### config.mk
export PLATFORM = sky130hd
export DESIGN_NAME = coreport2
export DESIGN_NICKNAME = d
export VERILOG_FILES = /design/src/rtl/coreport2.sv
export SDC_FILE = /design/constraint.sdc
export NUM_CORES = 1
export LEC_CHECK = 0
export ABC_AREA = 1
export CAP_MARGIN = 20
export CORE_MARGIN = 1.5
export CORE_UTILIZATION = 40
export DETAILED_ROUTE_END_ITERATION = 8
export DONT_BUFFER_PORTS = 1
export GPL_ROUTABILITY_DRIVEN = 0
export GPL_TIMING_DRIVEN = 0
export PLACE_DENSITY = 0.53
export SETUP_SLACK_MARGIN = 0.4
export SYNTH_ARGS = -nofsm -noshare
export SYNTH_HDL_FRONTEND = slang
export SYNTH_SLANG_ARGS = --single-unit
export TNS_END_PERCENT = 50
### constraint.sdc
create_clock -name wb_clk -period 2 [get_ports wb_clk]
set_clock_uncertainty 0.05 [all_clocks]
set_input_delay 0.2 -clock wb_clk [delete_from_list [all_inputs] [get_ports wb_clk]]
set_output_delay 0.2 -clock wb_clk [all_outputs]
set_load 0.02 [all_outputs]
### src/rtl/coreport2.sv
// Wishbone GPIO port: per-bit direction, inversion, atomic set/clear/toggle,
// input synchroniser and per-bit edge/level interrupt flags with W1C clear.
module coreport2 #(
  parameter int unsigned WIDTH         = 8,
  parameter logic [31:0] INITIAL_DATAR = 32'h0,
  parameter logic [31:0] INITIAL_DDR   = 32'h0,
  parameter int unsigned SYNC_STAGES   = 2
) (
  input  logic             wb_clk,
  input  logic             wb_rst,
  input  logic [31:0]      wb_adr_i,
  input  logic [31:0]      wb_dat_i,
  input  logic             wb_we_i,
  input  logic             wb_cyc_i,
  input  logic             wb_stb_i,
  input  logic [2:0]       wb_cti_i,
  input  logic [1:0]       wb_bte_i,
  output logic [31:0]      wb_dat_o,
  output logic             wb_ack_o,
  output logic             wb_err_o,
  output logic             wb_rty_o,
  input  logic [WIDTH-1:0] gpio_i,
  output logic [WIDTH-1:0] gpio_o,
  output logic [WIDTH-1:0] gpio_oe,
  output logic             irq
);

  localparam logic [5:0] A_DATAR = 6'd0;
  localparam logic [5:0] A_DDR   = 6'd1;
  localparam logic [5:0] A_IMR   = 6'd2;
  localparam logic [5:0] A_IFR   = 6'd3;
  localparam logic [5:0] A_IER   = 6'd4;
  localparam logic [5:0] A_DIR   = 6'd5;
  localparam logic [5:0] A_IPR   = 6'd6;
  localparam logic [5:0] A_SET   = 6'd7;
  localparam logic [5:0] A_CLR   = 6'd8;
  localparam logic [5:0] A_TGL   = 6'd9;
  localparam logic [5:0] A_OUT   = 6'd10;

  logic             ack_r, irq_r;
  logic [31:0]      dat_r;
  logic [WIDTH-1:0] datar_r, ddr_r, imr_r, ifr_r, ier_r, dir_r, ipr_r, p_r;
  logic [WIDTH-1:0] sync_r [SYNC_STAGES];

  logic             access_s, wr_s, unused_s;
  logic [5:0]       adr_s;
  logic [WIDTH-1:0] wdat_s, s_s, v_s, pv_s, event_s, set_s, clr_s;
  logic [31:0]      rd_s;

  assign access_s = wb_cyc_i & wb_stb_i & ~ack_r;
  assign wr_s     = access_s & wb_we_i;
  assign adr_s    = wb_adr_i[7:2];
  assign wdat_s   = wb_dat_i[WIDTH-1:0];
  assign s_s      = sync_r[SYNC_STAGES-1];
  assign v_s      = s_s ^ dir_r;
  assign pv_s     = p_r ^ dir_r;
  assign unused_s = ^{wb_adr_i[31:8], wb_adr_i[1:0], wb_cti_i, wb_bte_i, wb_dat_i};

  // Event detection: edge or level, polarity selected per bit, inputs only.
  always_comb begin
    event_s = (ier_r & ((ipr_r & v_s & ~pv_s) | (~ipr_r & ~v_s & pv_s)))
            | (~ier_r & ((ipr_r & v_s) | (~ipr_r & ~v_s)));
    set_s   = event_s & imr_r & ~ddr_r;
    if (wr_s && (adr_s == A_IFR)) begin
      clr_s = wdat_s;
    end else begin
      clr_s = {WIDTH{1'b0}};
    end
  end

  // Read data mux; unmapped and write-only offsets read as zero.
  always_comb begin
    rd_s = 32'h0;
    case (adr_s)
      A_DATAR: rd_s[WIDTH-1:0] = ((ddr_r & datar_r) | (~ddr_r & s_s)) ^ dir_r;
      A_DDR:   rd_s[WIDTH-1:0] = ddr_r;
      A_IMR:   rd_s[WIDTH-1:0] = imr_r;
      A_IFR:   rd_s[WIDTH-1:0] = ifr_r;
      A_IER:   rd_s[WIDTH-1:0] = ier_r;
      A_DIR:   rd_s[WIDTH-1:0] = dir_r;
      A_IPR:   rd_s[WIDTH-1:0] = ipr_r;
      A_OUT:   rd_s[WIDTH-1:0] = datar_r;
      default: rd_s = 32'h0;
    endcase
  end

  // Bus handshake, registered read data and interrupt output.
  always_ff @(posedge wb_clk) begin
    if (wb_rst) begin
      ack_r <= 1'b0;
      dat_r <= 32'h0;
      irq_r <= 1'b0;
    end else begin
      ack_r <= access_s;
      dat_r <= access_s ? rd_s : 32'h0;
      irq_r <= |ifr_r;
    end
  end

  // Configuration and output data registers.
  always_ff @(posedge wb_clk) begin
    if (wb_rst) begin
      datar_r <= INITIAL_DATAR[WIDTH-1:0];
      ddr_r   <= INITIAL_DDR[WIDTH-1:0];
      imr_r   <= {WIDTH{1'b0}};
      ier_r   <= {WIDTH{1'b0}};
      dir_r   <= {WIDTH{1'b0}};
      ipr_r   <= {WIDTH{1'b0}};
    end else if (wr_s) begin
      case (adr_s)
        A_DATAR: datar_r <= wdat_s ^ dir_r;
        A_DDR:   ddr_r   <= wdat_s;
        A_IMR:   imr_r   <= wdat_s;
        A_IER:   ier_r   <= wdat_s;
        A_DIR:   dir_r   <= wdat_s;
        A_IPR:   ipr_r   <= wdat_s;
        A_SET:   datar_r <= datar_r | wdat_s;
        A_CLR:   datar_r <= datar_r & ~wdat_s;
        A_TGL:   datar_r <= datar_r ^ wdat_s;
        default: datar_r <= datar_r;
      endcase
    end else begin
      datar_r <= datar_r;
    end
  end

  // Synchroniser, previous-sample register and sticky flags (set beats clear).
  always_ff @(posedge wb_clk) begin
    if (wb_rst) begin
      for (int i = 0; i < SYNC_STAGES; i++) sync_r[i] <= {WIDTH{1'b0}};
      p_r   <= {WIDTH{1'b0}};
      ifr_r <= {WIDTH{1'b0}};
    end else begin
      sync_r[0] <= gpio_i;
      for (int i = 1; i < SYNC_STAGES; i++) sync_r[i] <= sync_r[i-1];
      p_r   <= s_s;
      ifr_r <= (ifr_r & ~clr_s) | set_s;
    end
  end

  assign wb_ack_o = ack_r;
  assign wb_dat_o = dat_r;
  assign wb_err_o = 1'b0;
  assign wb_rty_o = 1'b0;
  assign gpio_o   = datar_r;
  assign gpio_oe  = ddr_r;
  assign irq      = irq_r;

endmodule

==> metrics.md <==
| Metric | Value |
|---|---|
| Status | `completed` |
| Syn_area_per_cell | `7.23 µm²` |
| Peak Freq | `633 MHz` |
| Minimum clock period | `1.58 ns` |
| Yosys top cell area share | `36.4%` |
| Crit Path Max Fanout | `10` |
| Hpwl dp | `10700 µm` |
| Crit start category | `register` |
| Fraction of registers with async set/reset | `0%` |
| CTS Buffer Depth | `2` |
| Final setup vio count | `0` |
| Tcrit/Tclk final | `79.0%` |
| Critical Path RT | `2.20 ns` |
| Clock Power Share | `46.3%` |
| P&R area growth vs syn | `17.5%` |
| CP Capture Type | `register` |
| Number of global-route vias before repair | `4357` |
| Total grt overflow | `0` |
| Peak VDD IR | `0.495 mV` |
| WL final | `15800 µm` |
| Cts bufs inserted | `9` |
| Most used flip-flop cell after synthesis | `dfxtp_1` |
| Largest net degree at the start of global routing | `15` |
| Power per cell area | `690 nW/µm²` |
| Final hold viol count | `0` |
| Die area | `13100 µm²` |
| Initial antenna violation count | `0` |
| Synthesized area | `4950 µm²` |
| Layout cell share with drive strength beyond 1 | `12.7%` |
| Synth warnings | `0` |
| Die Span Y | `114 µm` |
| GR Util All Layers | `24.9%` |
| Antenna viol nets, final | `0` |
| Post-route DRC violation count | `0` |
| Clk sinks | `90` |
| Core Area | `12100 µm²` |
| Std cell rows | `40` |
| Die width | `114 µm` |
| Area leader, netlist | `dfxtp_1` |
| IO Count | `134` |
| Tightest Pin Transition | `0.890 ns` |
| Drt pass-1 iters | `7` |
| Top cells by count, synth | `nand2_1, nor2_1, inv_1` |
| Synthesis-stage register bit count | `90` |
| Max Cap Viol | `0` |
| Non-Filler Instances | `915` |
| Post-placement cell count | `878` |
| Sw Ratio | `24.0%` |
| Drt initial violations | `363` |
| Diode count | `0` |
| Reg clk slew, reported paths | `0.06 ns` |
| Vias/cell | `5.17` |
| Clock root cell | `clkbuf_16` |
| RSZ-0062 raised after global routing | `true` |
| H-tree Lvls | `3` |
| Post-synth EDFFs | `0` |
| Lkg Pwr | `2.43 nW` |
| Post-layout util | `48.2%` |
| Flop2flop setup slack | `0.42 ns` |
| Crit Path Category | `reg -> reg` |
| Slew Viols, Final | `0` |
| WP data arrival | `1.78 ns` |
| Sequential-to-total area share from yosys stat | `36.4%` |
| Synth area leaders | `dfxtp_1, nand2_1, nor2_1` |
| Share of power burned in registers | `45.6%` |
| Number of buffers added on ports | `0` |
| Mapped Cells | `685` |
| CTS tree | `built` |
| Comb pwr share | `8.1%` |
| Total number of vias | `4727` |
| Worst Hold Class | `in -> reg` |
| Worst slew margin | `40.7%` |
| Switching power | `0.000962 W` |
| Cell Int Power | `0.00305 W` |
| Fin nets | `840` |
| Starting density of the core | `41.0%` |
| Clock latency on the worst-skew pair | `0.35 ns` |
| First-pass GRT wire length | `23700 µm` |
| Post-synth cell types | `36` |
| Wire per inst | `17.2 µm` |
## power groups by stage
stage          Combinational (W)  Clock [W]  Sequential, W
4_1_cts                 0.000321    0.00190        0.00183
6_report                0.000325    0.00186        0.00183
3_3_place_gp            0.000290          0        0.00187
3_5_place_dp            0.000293          0        0.00187
5_1_grt                 0.000358    0.00196        0.00183
2_1_floorplan           0.000230          0        0.00187
## placed cells by master (no fill, tap or decap), types with 2 or more instances in the layout
cell type and n:
nand3_4 2, dfxtp_2 2, buf_6 2, dlygate4sd3_1 16, bufinv_16 2, o22ai_1 16, a211oi_2 5, nor4_1 2
inv_1 98, a211oi_1 33, nand2_1 103, nand2_4 2, xnor2_1 16, clkinv_2 2, nor2_2 5, dfxtp_1 88
clkbuf_1 9, nand3_2 3, nand3_1 25, conb_1 26, inv_2 7, o211ai_1 13, ha_1 16, nor3_1 7
nor2_1 105, buf_4 34, clkbuf_16 9, xor2_1 2, nor2_4 7, a21oi_1 49, o21ai_0 23, nand2_2 4
## final timing paths
| check | to | start | cells after the start |
|---|---|---|---|
| max | gpio_o[2] | wb_ack_o | 8 |
| min | gpio_o[4] | wb_dat_i[4] | 4 |
| max reg2reg | gpio_o[2] | wb_ack_o | 8 |
| min reg2reg | sync_r[0][9] | sync_r[0][1] | 2 |
## stage by stage
step | hold slack [ns] | area, µm² | setup slack (ns) | power [W] | TNS, ns
finish | 0.0643 | 5820 | 0.420 | 0.00401 | 0
global route | 0.0868 | 5820 | 0.361 | 0.00415 | 0
CTS | 0.0426 | 5780 | 0.366 | 0.00405 | 0
detailed placement | 0.262 | 5260 | -0.0252 | 0.00217 | -0.0832
global placement | 0.259 | 5260 | -0.0150 | 0.00216 | -0.0269
floorplan | 0.257 | 5040 | 0.483 | 0.00210 | 0
## state kept, by name, indices dropped and copies added (netlist names)
register,flops
gpio_o,8
irq,1
ipr_r,8
dir_r,8
ier_r,8
p_r,8
wb_dat_o,8
wb_ack_o,1
gpio_oe,8
imr_r,8
ifr_r,8
sync_r,16
## worst max-delay path, stage by stage (launching register included)
cell	delay, ns
dfxtp_2	0.44
inv_2	0.08
nand4_4	0.17
clkinv_4	0.11
o21ai_4	0.15
buf_8	0.21
a21oi_1	0.07
nand2_1	0.14
inv_1	0.04
## kinds of logic after synthesis
family	synth area share [%]
and+or+nand+nor	24.5
buffers and inverters	13.7
AOI/OAI and AO/OA	18.1
DFF	36.4
xor gates and xnor gates	3.18
adders and majority gates	4.04
other	0.0757
## metal layers
| layer | up-vias | part of all wire [%] | global-route usage, % |
|---|---|---|---|
| met5 | - | 0 | 0 |
| met4 | 0 | 2.6 | 9.83 |
| met3 | 33 | 10 | 7.25 |
| met2 | 241 | 44 | 37.1 |
| met1 | 2162 | 43 | 33.9 |
| li1 | 2291 | - | - |
## what timing repair did
| action | CTS | global route |
|---|---|---|
| hold buffers | 16 | 0 |
| buffers inserted | 2 | 3 |
| pin swaps | 2 | 2 |
| gates resized for setup | 9 | 7 |
| endpoints found under the setup margin | 56 | 34 |
| endpoints found under the hold margin | 16 | 0 |
## layout make-up
class	count	area, µm²
Buffer	41	289
Clock buffer	11	243
Clock inverter	5	77.6
Fill cell	1223	6240
Inverter	108	413
Multi-Input combinational cell	471	2580
Sequential cell	90	1800
Tap cell	168	210
Timing Repair Buffer	21	198
(Power assumes the default switching activity.)
